### config.mk
export PLATFORM = sky130hd
export DESIGN_NAME = mem_ctrl
export DESIGN_NICKNAME = d
export VERILOG_FILES = /design/src/rtl/mem_ctrl_pkg.sv /design/src/rtl/mem_ctrl_align.sv /design/src/rtl/mem_ctrl.sv
export SDC_FILE = /design/constraint.sdc
export NUM_CORES = 1
export LEC_CHECK = 0
export ABC_AREA = 0
export BUFFER_PORTS_ARGS = -buffer_cell sky130_fd_sc_hd__buf_4
export CAP_MARGIN = 20
export CORE_ASPECT_RATIO = 0.5
export CORE_MARGIN = 2
export CORE_UTILIZATION = 40
export CTS_BUF_LIST = sky130_fd_sc_hd__clkbuf_4
export DETAILED_ROUTE_END_ITERATION = 16
export GPL_ROUTABILITY_DRIVEN = 0
export MAX_ROUTING_LAYER = met4
export PLACE_DENSITY = 0.68
export SETUP_SLACK_MARGIN = 0.5
export SYNTH_ARGS = -nofsm -noshare
export SYNTH_HDL_FRONTEND = slang
export SYNTH_SLANG_ARGS = --single-unit
### constraint.sdc
create_clock -name clk -period 4.1 [get_ports clk]
set_input_delay 0.41 -clock clk [delete_from_list [all_inputs] [get_ports clk]]
set_output_delay 0.41 -clock clk [all_outputs]
set_load 0.005 [all_outputs]
### src/rtl/mem_ctrl_pkg.sv
// Shared constants for the MEM-stage data RAM controller: access opcodes,
// FSM state encodings, RAM enable levels and the opcode-to-size decode.
package mem_ctrl_pkg;

  localparam logic [3:0] OP_LB  = 4'h0;
  localparam logic [3:0] OP_LH  = 4'h1;
  localparam logic [3:0] OP_LW  = 4'h2;
  localparam logic [3:0] OP_LBU = 4'h4;
  localparam logic [3:0] OP_LHU = 4'h5;
  localparam logic [3:0] OP_SB  = 4'h8;
  localparam logic [3:0] OP_SH  = 4'h9;
  localparam logic [3:0] OP_SW  = 4'hA;

  localparam logic [1:0] ST_IDLE   = 2'd0;
  localparam logic [1:0] ST_ACCESS = 2'd1;
  localparam logic [1:0] ST_RESP   = 2'd2;

  localparam logic CE_ON  = 1'b1;
  localparam logic CE_OFF = 1'b0;
  localparam logic WE_WR  = 1'b1;
  localparam logic WE_RD  = 1'b0;

  typedef enum logic [1:0] {
    SZ_B   = 2'd0,
    SZ_H   = 2'd1,
    SZ_W   = 2'd2,
    SZ_BAD = 2'd3
  } size_e;

  // Undefined opcodes decode to SZ_BAD so they are reported as misaligned.
  function automatic size_e op_size(input logic [3:0] op);
    case (op)
      OP_LB, OP_LBU, OP_SB: op_size = SZ_B;
      OP_LH, OP_LHU, OP_SH: op_size = SZ_H;
      OP_LW, OP_SW:         op_size = SZ_W;
      default:              op_size = SZ_BAD;
    endcase
  endfunction

endpackage

### src/rtl/mem_ctrl_align.sv
// Combinational byte-lane logic: big-endian lane select, store data
// replication, load lane extraction with sign/zero extension, misalign flag.
module mem_align
  import mem_ctrl_pkg::*;
(
  input  logic [3:0]  op_i,
  input  logic [1:0]  off_i,
  input  logic [31:0] wdata_i,
  input  logic [31:0] rdata_i,
  output logic [3:0]  sel_o,
  output logic [31:0] wdata_o,
  output logic [31:0] rdata_o,
  output logic        store_o,
  output logic        misalign_o
);

  logic [7:0]  byte_v;
  logic [15:0] half_v;
  logic        signed_ld;

  always_comb begin
    store_o   = (op_i == OP_SB) || (op_i == OP_SH) || (op_i == OP_SW);
    signed_ld = (op_i == OP_LB) || (op_i == OP_LH);

    case (off_i)
      2'd0:    byte_v = rdata_i[31:24];
      2'd1:    byte_v = rdata_i[23:16];
      2'd2:    byte_v = rdata_i[15:8];
      default: byte_v = rdata_i[7:0];
    endcase
    half_v = off_i[1] ? rdata_i[15:0] : rdata_i[31:16];

    sel_o      = 4'b0000;
    wdata_o    = 32'h0;
    rdata_o    = 32'h0;
    misalign_o = 1'b0;

    case (op_size(op_i))
      SZ_B: begin
        sel_o   = 4'b1000 >> off_i;
        wdata_o = {4{wdata_i[7:0]}};
        rdata_o = signed_ld ? {{24{byte_v[7]}}, byte_v} : {24'h0, byte_v};
      end
      SZ_H: begin
        misalign_o = off_i[0];
        sel_o      = off_i[1] ? 4'b0011 : 4'b1100;
        wdata_o    = {2{wdata_i[15:0]}};
        rdata_o    = signed_ld ? {{16{half_v[15]}}, half_v} : {16'h0, half_v};
      end
      SZ_W: begin
        misalign_o = |off_i;
        sel_o      = 4'b1111;
        wdata_o    = wdata_i;
        rdata_o    = rdata_i;
      end
      default: misalign_o = 1'b1;
    endcase

    // Loads never drive write data; stores never return read data.
    if (store_o) rdata_o = 32'h0;
    else         wdata_o = 32'h0;
  end

endmodule

### src/rtl/mem_ctrl.sv
// MEM-stage data RAM controller: accepts one load/store, performs a single
// RAM access cycle and holds the response until the consumer takes it.
//
// state     | meaning
// ----------+------------------------------------------------------------
// ST_IDLE   | ready for a request; request fields latched on acceptance
// ST_ACCESS | single RAM cycle; load data registered at its end
// ST_RESP   | response held on rdata_o/misalign_o until resp_ready_i
module mem_ctrl
  import mem_ctrl_pkg::*;
#(
  parameter int ADDR_W = 32
) (
  input  logic              clk,
  input  logic              rst_n,
  input  logic              req_valid_i,
  output logic              req_ready_o,
  input  logic [3:0]        op_i,
  input  logic [ADDR_W-1:0] addr_i,
  input  logic [31:0]       wdata_i,
  output logic              resp_valid_o,
  input  logic              resp_ready_i,
  output logic [31:0]       rdata_o,
  output logic              misalign_o,
  output logic              ram_ce_o,
  output logic              ram_we_o,
  output logic [3:0]        ram_sel_o,
  output logic [ADDR_W-1:0] ram_addr_o,
  output logic [31:0]       ram_wdata_o,
  input  logic [31:0]       ram_rdata_i
);

  logic [1:0]        state_q, state_d;
  logic [3:0]        op_q, op_d;
  logic [ADDR_W-1:0] addr_q, addr_d;
  logic [31:0]       wdata_q, wdata_d;
  logic [31:0]       rdata_q, rdata_d;
  logic              misalign_q, misalign_d;

  logic              in_idle, in_access;
  logic [3:0]        al_op;
  logic [1:0]        al_off;
  logic [3:0]        al_sel;
  logic [31:0]       al_wdata, al_rdata;
  logic              al_store, al_misalign;

  assign in_idle   = (state_q == ST_IDLE);
  assign in_access = (state_q == ST_ACCESS);

  // In IDLE the aligner classifies the incoming request so the branch to
  // RESP or ACCESS is decided at the accepting edge; afterwards it works
  // on the latched request.
  assign al_op  = in_idle ? op_i        : op_q;
  assign al_off = in_idle ? addr_i[1:0] : addr_q[1:0];

  mem_align u_align (
    .op_i       (al_op),
    .off_i      (al_off),
    .wdata_i    (wdata_q),
    .rdata_i    (ram_rdata_i),
    .sel_o      (al_sel),
    .wdata_o    (al_wdata),
    .rdata_o    (al_rdata),
    .store_o    (al_store),
    .misalign_o (al_misalign)
  );

  always_comb begin
    state_d    = state_q;
    op_d       = op_q;
    addr_d     = addr_q;
    wdata_d    = wdata_q;
    rdata_d    = rdata_q;
    misalign_d = misalign_q;
    case (state_q)
      ST_IDLE: begin
        if (req_valid_i) begin
          op_d       = op_i;
          addr_d     = addr_i;
          wdata_d    = wdata_i;
          rdata_d    = 32'h0;
          misalign_d = al_misalign;
          state_d    = al_misalign ? ST_RESP : ST_ACCESS;
        end
      end
      ST_ACCESS: begin
        rdata_d = al_rdata;
        state_d = ST_RESP;
      end
      ST_RESP: begin
        if (resp_ready_i) state_d = ST_IDLE;
      end
      default: state_d = ST_IDLE;
    endcase
  end

  always_ff @(posedge clk or negedge rst_n) begin
    if (!rst_n) begin
      state_q    <= ST_IDLE;
      op_q       <= 4'h0;
      addr_q     <= '0;
      wdata_q    <= 32'h0;
      rdata_q    <= 32'h0;
      misalign_q <= 1'b0;
    end else begin
      state_q    <= state_d;
      op_q       <= op_d;
      addr_q     <= addr_d;
      wdata_q    <= wdata_d;
      rdata_q    <= rdata_d;
      misalign_q <= misalign_d;
    end
  end

  // Reset gates ready directly so nothing is offered while rst_n is low.
  assign req_ready_o  = rst_n && in_idle;
  assign resp_valid_o = (state_q == ST_RESP);
  assign rdata_o      = rdata_q;
  assign misalign_o   = misalign_q;

  assign ram_ce_o    = in_access ? CE_ON : CE_OFF;
  assign ram_we_o    = (in_access && al_store) ? WE_WR : WE_RD;
  assign ram_sel_o   = in_access ? al_sel : 4'b0000;
  assign ram_addr_o  = in_access ? {addr_q[ADDR_W-1:2], 2'b00} : '0;
  assign ram_wdata_o = in_access ? al_wdata : 32'h0;

endmodule

# Word-level counts from Yosys, hierarchy flattened
# Memory sizes are Yosys's and may differ from the RTL's.
# Index checks and enable logic that the tools add are counted.
# classes
n_eq_ne,12
shifts,1
n_mux,24
reduce_logical,14
# ops
op,count
32-bit two-way mux,7
32-bit one-hot mux with 3 select lines,2
32-bit one-hot mux with 2 select lines,1
8-bit one-hot mux with 3 select lines,1
16-bit two-way mux,1
"4-bit == test, second input constant",3
4-bit two-way mux,3
4-bit one-hot mux with 3 select lines,1
2-bit two-way mux,4
"2-bit by 1-bit == test with 1-bit output, second input constant",3
"2-bit == test, second input constant",3
2-bit zero test,3
2-bit one-hot mux with 3 select lines,1
2-bit AND reduction,3
"4-bit by 1-bit == test with 1-bit output, second input constant",1
4-bit zero test,1
"4-bit by 2-bit >> shifter with 4-bit output, first input constant",1
1-bit logical OR,3
1-bit one-hot mux with 3 select lines,1
1-bit logical AND,2
1-bit two-way mux,2
"2-bit by 1-bit inequality test with 1-bit output, second input constant",1
"2-bit inequality test, second input constant",1
2-bit nonzero test,1
2-bit OR reduction,1
# totals
reg_bits,103
rom_bits,32
inputBits,104
out_inout_bits,105
wordCells,58
memories,1
# memory_table
memory,depth,width,rd,rd_clocked_by_memory_dff,write_ports,line,source
(no name shown),16,2,1,0,0,mem_ctrl_pkg.sv:32,case (op)

# Logic depth before layout (Yosys ltp)
# depth
ltp_word,8
mapped_depth,9
depth_no_buf,6

# By module
# Synthesis repeated with hierarchy kept, for this count alone.
# unflattened
hier_cells,506
area_unflattened_um2,5676.7
# by_module_without_submodules
mod,n_inst,cells_per_inst,area_each_um2,seq_area_each_um2
mem_ctrl,1,311,4350.4,2577.5
mem_align,1,195,1326.3,0.0

# Least setup slack after synthesis
# OpenSTA, ideal clock, no wires.
# synth_timing
path_kind,reg-to-output
start,register state_q[1]
end,output ram_wdata_o[22]
t_arrival_ns,2.013
t_required_ns,3.690
setup_slack_ns,1.677
stages_incl_launch_ff,10
path_buffers,4
cell_sequence,dfrtp_1 > buf_6 > or3b_1 > and2_1 > buf_6 > or2_1 > buf_6 > nor2_4 > buf_2 > a22o_1
# synth_between
elab_chain_len,7
word_cells_on_any_way,15
classes_between,eq/ne: 6; mux: 4; reduce/logical: 4; memory: 1
# synth_rtl
item,line,source
from (decl),mem_ctrl.sv:33,"logic [1:0] state_q, state_d;"
from (signal assigned),mem_ctrl.sv:106,state_q <= state_d;
2-bit zero test,mem_ctrl.sv:47,assign in_idle = (state_q == ST_IDLE);
4-bit two-way mux,mem_ctrl.sv:53,assign al_op = in_idle ? op_i : op_q;
memory 16 x 2 bit / 4-bit == test (equally long branches),--,
"2-bit == test, or another cell as far along",mem_ctrl_align.sv:38,case (op_size(op_i))
32-bit one-hot mux with 3 select lines / 1-bit logical OR (equally long branches),"mem_ctrl_align.sv:38, mem_ctrl_align.sv:22",
32-bit two-way mux,mem_ctrl_align.sv:60,if (store_o) rdata_o = 32'h0;
32-bit two-way mux *,mem_ctrl.sv:125,assign ram_wdata_o = in_access ? al_wdata : 32'h0;
to (decl),mem_ctrl.sv:29,"output logic [31:0] ram_wdata_o,"
# Every way passes the cells marked *; elsewhere a longest branch is shown, timed or not.

# Final worst setup path
# layout_timing
start,register state_q[0]
end,output ram_wdata_o[13]
# Same word-level chain as after synthesis.

==> flow_summary_export.csv <==
group,metric,value,unit
sta,setup-violations-final,0,
pwr,power_frac_comb,45.2,%
pwr,power.density,605,mW/mm2
synth,synthSimpleGateAreaFrac,26.7,%
pwr,p_leak,3.70,nW
synth,syn_inst,599,
setup_path,crit_path_start_kind,"flop",
pwr,total_power,0.00428,W
setup_path,worst-path-buf-inv,1,
synth,synth_top_area_share,48.6,%
clock_tree,cts-root-buf,"clkbuf_4",
route,firstDrtPassIters,5,
synth,yosysSeqAreaShare,48.6,%
route,ant_nets,0,
clock_tree,cts_buffer_depth,2,
synth,synth_area_leaders,"dfrtp_1 49%, nand2_1 16%, and2_1 4.8%",
synth,synth_mux_area_share,2.10,%
hold_path,min_from,"addr_i[18]",
global_routing,grt_usage,23.7,%
clock_tree,htreeDepth,3,
hold_path,holdCritPathClass,"input pin to flop",
floorplan,io_pins,209,
setup_path,ff2ff_setup_slack,1460,ps
floorplan,die_area,0.0143,mm2
status,status,"completed",
final_layout,fin_util,55.3,%
global_routing,antenna_found_initial,0,
floorplan,coreArea,0.0128,mm2
pwr,seq_power_share,42.6,%
global_routing,grt_max_degree,64,
setup_path,r2r_cells,5,
synth,netlist-cell-type-count,58,
flow_run,cap_viol_max_count,0,
floorplan,die_w,167,um
synth,synthTopCellsByCount,"221 x nand2_1, 103 x dfrtp_1, 41 x and2_1",
synth,synth_top_family_by_area,"simple AND/OR/NAND/NOR gates",
setup_path,slowest_delay,560,ps
synth,ys_seq_elements,103,
final_layout,nFillCells,1239,
synth,synthAdderAreaFrac,0,%
pwr,clock_power_share,12.2,%
synth,post-synth-top-count-cell,"nand2_1",
setup_path,cp_cell_sequence,"or3b_1 > and2_1 > or2_1 > a21oi_2 > a22o_1 > buf_4",
floorplan,die_height,85.5,um
setup_path,rr_endpoint,"rdata_o[7]",
clock_tree,postCtsSetupRepairBufs,0,
clock_tree,cts.sinks,103,
global_routing,gr-total-overflow,0,
synth,yosysTopAreaCell,"dfrtp_1",
placed_design,dp_hpwl,11700,um
placed_design,io_buffer_count,206,
sta,timing.final.hold_violations,0,
synth,synth_compound_area_share,18.4,%
pwr,p_sw_share,42.6,%
route,dr.first_iter.drc_count,486,
final_layout,fin_nets,888,
final_layout,n_antenna_cell,0,
final_layout,fin_area,0.00708,mm2
sta,tns,0,ps
setup_path,rr_startpoint,"state_q[0]",
sta,fmax,302,MHz
pwr,power.switching,0.00183,W
global_routing,grt_pass1_wl,26100,um
floorplan,initial_utilization,41.4,%
route,viasPerCell,5.28,
route,avgRoutedWirePerCell,16.9,um
floorplan,rows,29,
setup_path,path_class,"flop to output pin",
synth,synth_edf_count,0,
sta,rsz0062_at_grt,"false",
placed_design,place_area,0.00693,mm2
global_routing,grt_pass1_vias,4892,
sta,fin_skew,22.2,ps
setup_path,critPathMaxFanout,19,
sta,max_slew_margin,40.3,%
pwr,ir_drop,0.253,mV
clock_tree,clk_latency,460,ps
setup_path,worst_path_max_delay_cell,"dfrtp_2",
sta,maxSlewViolCount,0,
setup_path,endpoint_kind,"output pin",
pwr,p_int,0.00246,W
synth,synth_area,0.00531,mm2
hold_path,hold_end,"addr_q[18]",
sta,worst_pin_slew,888,ps
synth,synth.avg_cell_area,8.86,um2
final_layout,drive_gt1_share,31.1,%
synth,synth_xor_area_share,0,%
setup_path,critPathTopFamily,"simple AND/OR/NAND/NOR gates",
route,wl,16200,um
sta,period_share,80.7,%
route,num_vias,5059,
synth,synthArstFlopShare,100,%
clock_tree,numCtsBuffers,9,
clock_tree,clk_pin_slew,150,ps
synth,yosys_warnings,0,
clock_tree,cts_tree,"built",
final_layout,syn_to_final_growth,33.3,%
route,route.detailed.drc,0,
setup_path,cp_data_required_time,3690,ps
sta,post-route-min-period,3310,ps
setup_path,cp.arrival,2900,ps
synth,synthFlopType,"dfrtp_1",
hold_path,whs_path_depth,3,
## per-stage QoR
stage	hold WS, ps	std cells	setup slack, ps
detailed placement	453	942	1040
global route	76.4	958	653
global placement	449	942	1160
floorplan	114	600	1680
CTS	87.3	958	571
finish	128	958	793
## power by group through the flow
stage	clock network (W)	logic (W)	registers [W]
after global routing	0.000590	0.00218	0.00189
after detailed placement	0	0.00194	0.00183
final	0.000522	0.00194	0.00182
after global placement	0	0.00190	0.00183
after floorplan	0	0.00133	0.00168
after CTS	0.000541	0.00194	0.00182
## layer usage
layer	wire, um	GRT usage, %	up-vias	share of wire [%]
met5	0	-	-	0
met4	194	5.80	0	1.2
met3	934	4.85	19	5.8
met2	7470	36.4	181	46
met1	7570	32.4	2436	47
li1	-	-	2423	-
## final cells by class
| type | instances | area (um2) | share of cell area [%] |
|---|---|---|---|
| clock buffer | 9 | 67.6 | 0.955 |
| sequential | 103 | 2580 | 36.5 |
| clock inverter | 6 | 62.6 | 0.884 |
| tap | 170 | 213 | 3.01 |
| inverter | 3 | 11.3 | 0.159 |
| multi-input combinational | 453 | 2530 | 35.8 |
| timing repair buffer | 214 | 1610 | 22.7 |
## worst max path at each step
stage | to | slack [ps] | cells after the start | from
final | ram_wdata_o[13] | 790 | 6 | state_q[0]
after global routing | ram_wdata_o[13] | 650 | 6 | state_q[0]
after floorplan | ram_wdata_o[22] | 1680 | 9 | state_q[1]
after CTS | ram_wdata_o[13] | 570 | 6 | state_q[1]
after global placement | ram_wdata_o[13] | 1160 | 7 | state_q[0]
after detailed placement | ram_wdata_o[13] | 1040 | 7 | state_q[0]
## worst register-to-register path, stage by stage (launching register included)
cell and delay [ps]:
dfrtp_2 600, or2_1 370, o2111ai_1 420, nor3_1 810, o21ai_0 250, o211ai_1 150
## cell usage in the layout (no fill, tap or decap), types with 2 or more instances in the layout
cell,count
and3_1,7
or3b_1,3
dfrtp_1,101
clkinvlp_4,2
o21ai_0,15
inv_1,3
o21a_1,9
a22oi_1,8
a221o_1,23
nor3_1,4
nor2_4,3
dfrtp_2,2
clkbuf_4,9
nor2_1,7
nand3b_1,2
nor4_1,3
conb_1,2
o211ai_1,9
a21oi_1,18
a211oi_1,2
nand3_1,10
and2_1,41
or2_1,2
o21ai_1,2
a22o_1,16
nand2_1,220
buf_4,213
o2bb2ai_1,8
mux2i_1,10
## registers in the layout, summed over array words and instances, names as in the netlist
register	cells
wdata_q	32
state_q	2
op_q	4
misalign_o	1
rdata_o	32
addr_q	32
## logic make-up after synthesis
| group | Yosys count |
|---|---|
| AO/OA/AOI/OAI | 126 |
| flip-flops | 103 |
| AND/OR/NAND/NOR | 314 |
| multiplexers | 11 |
| buffers and inverters | 44 |
| other | 1 |
## repair_timing
item | 4_1_cts | 5_1_grt
hold buffers | 1 | 0
gates cloned | 0 | 0
hold endpoints to repair | 45 | 0
resized for setup | 1 | 4
endpoints found under the setup margin | 1 | 24
Power figures use the tool's default switching activity.
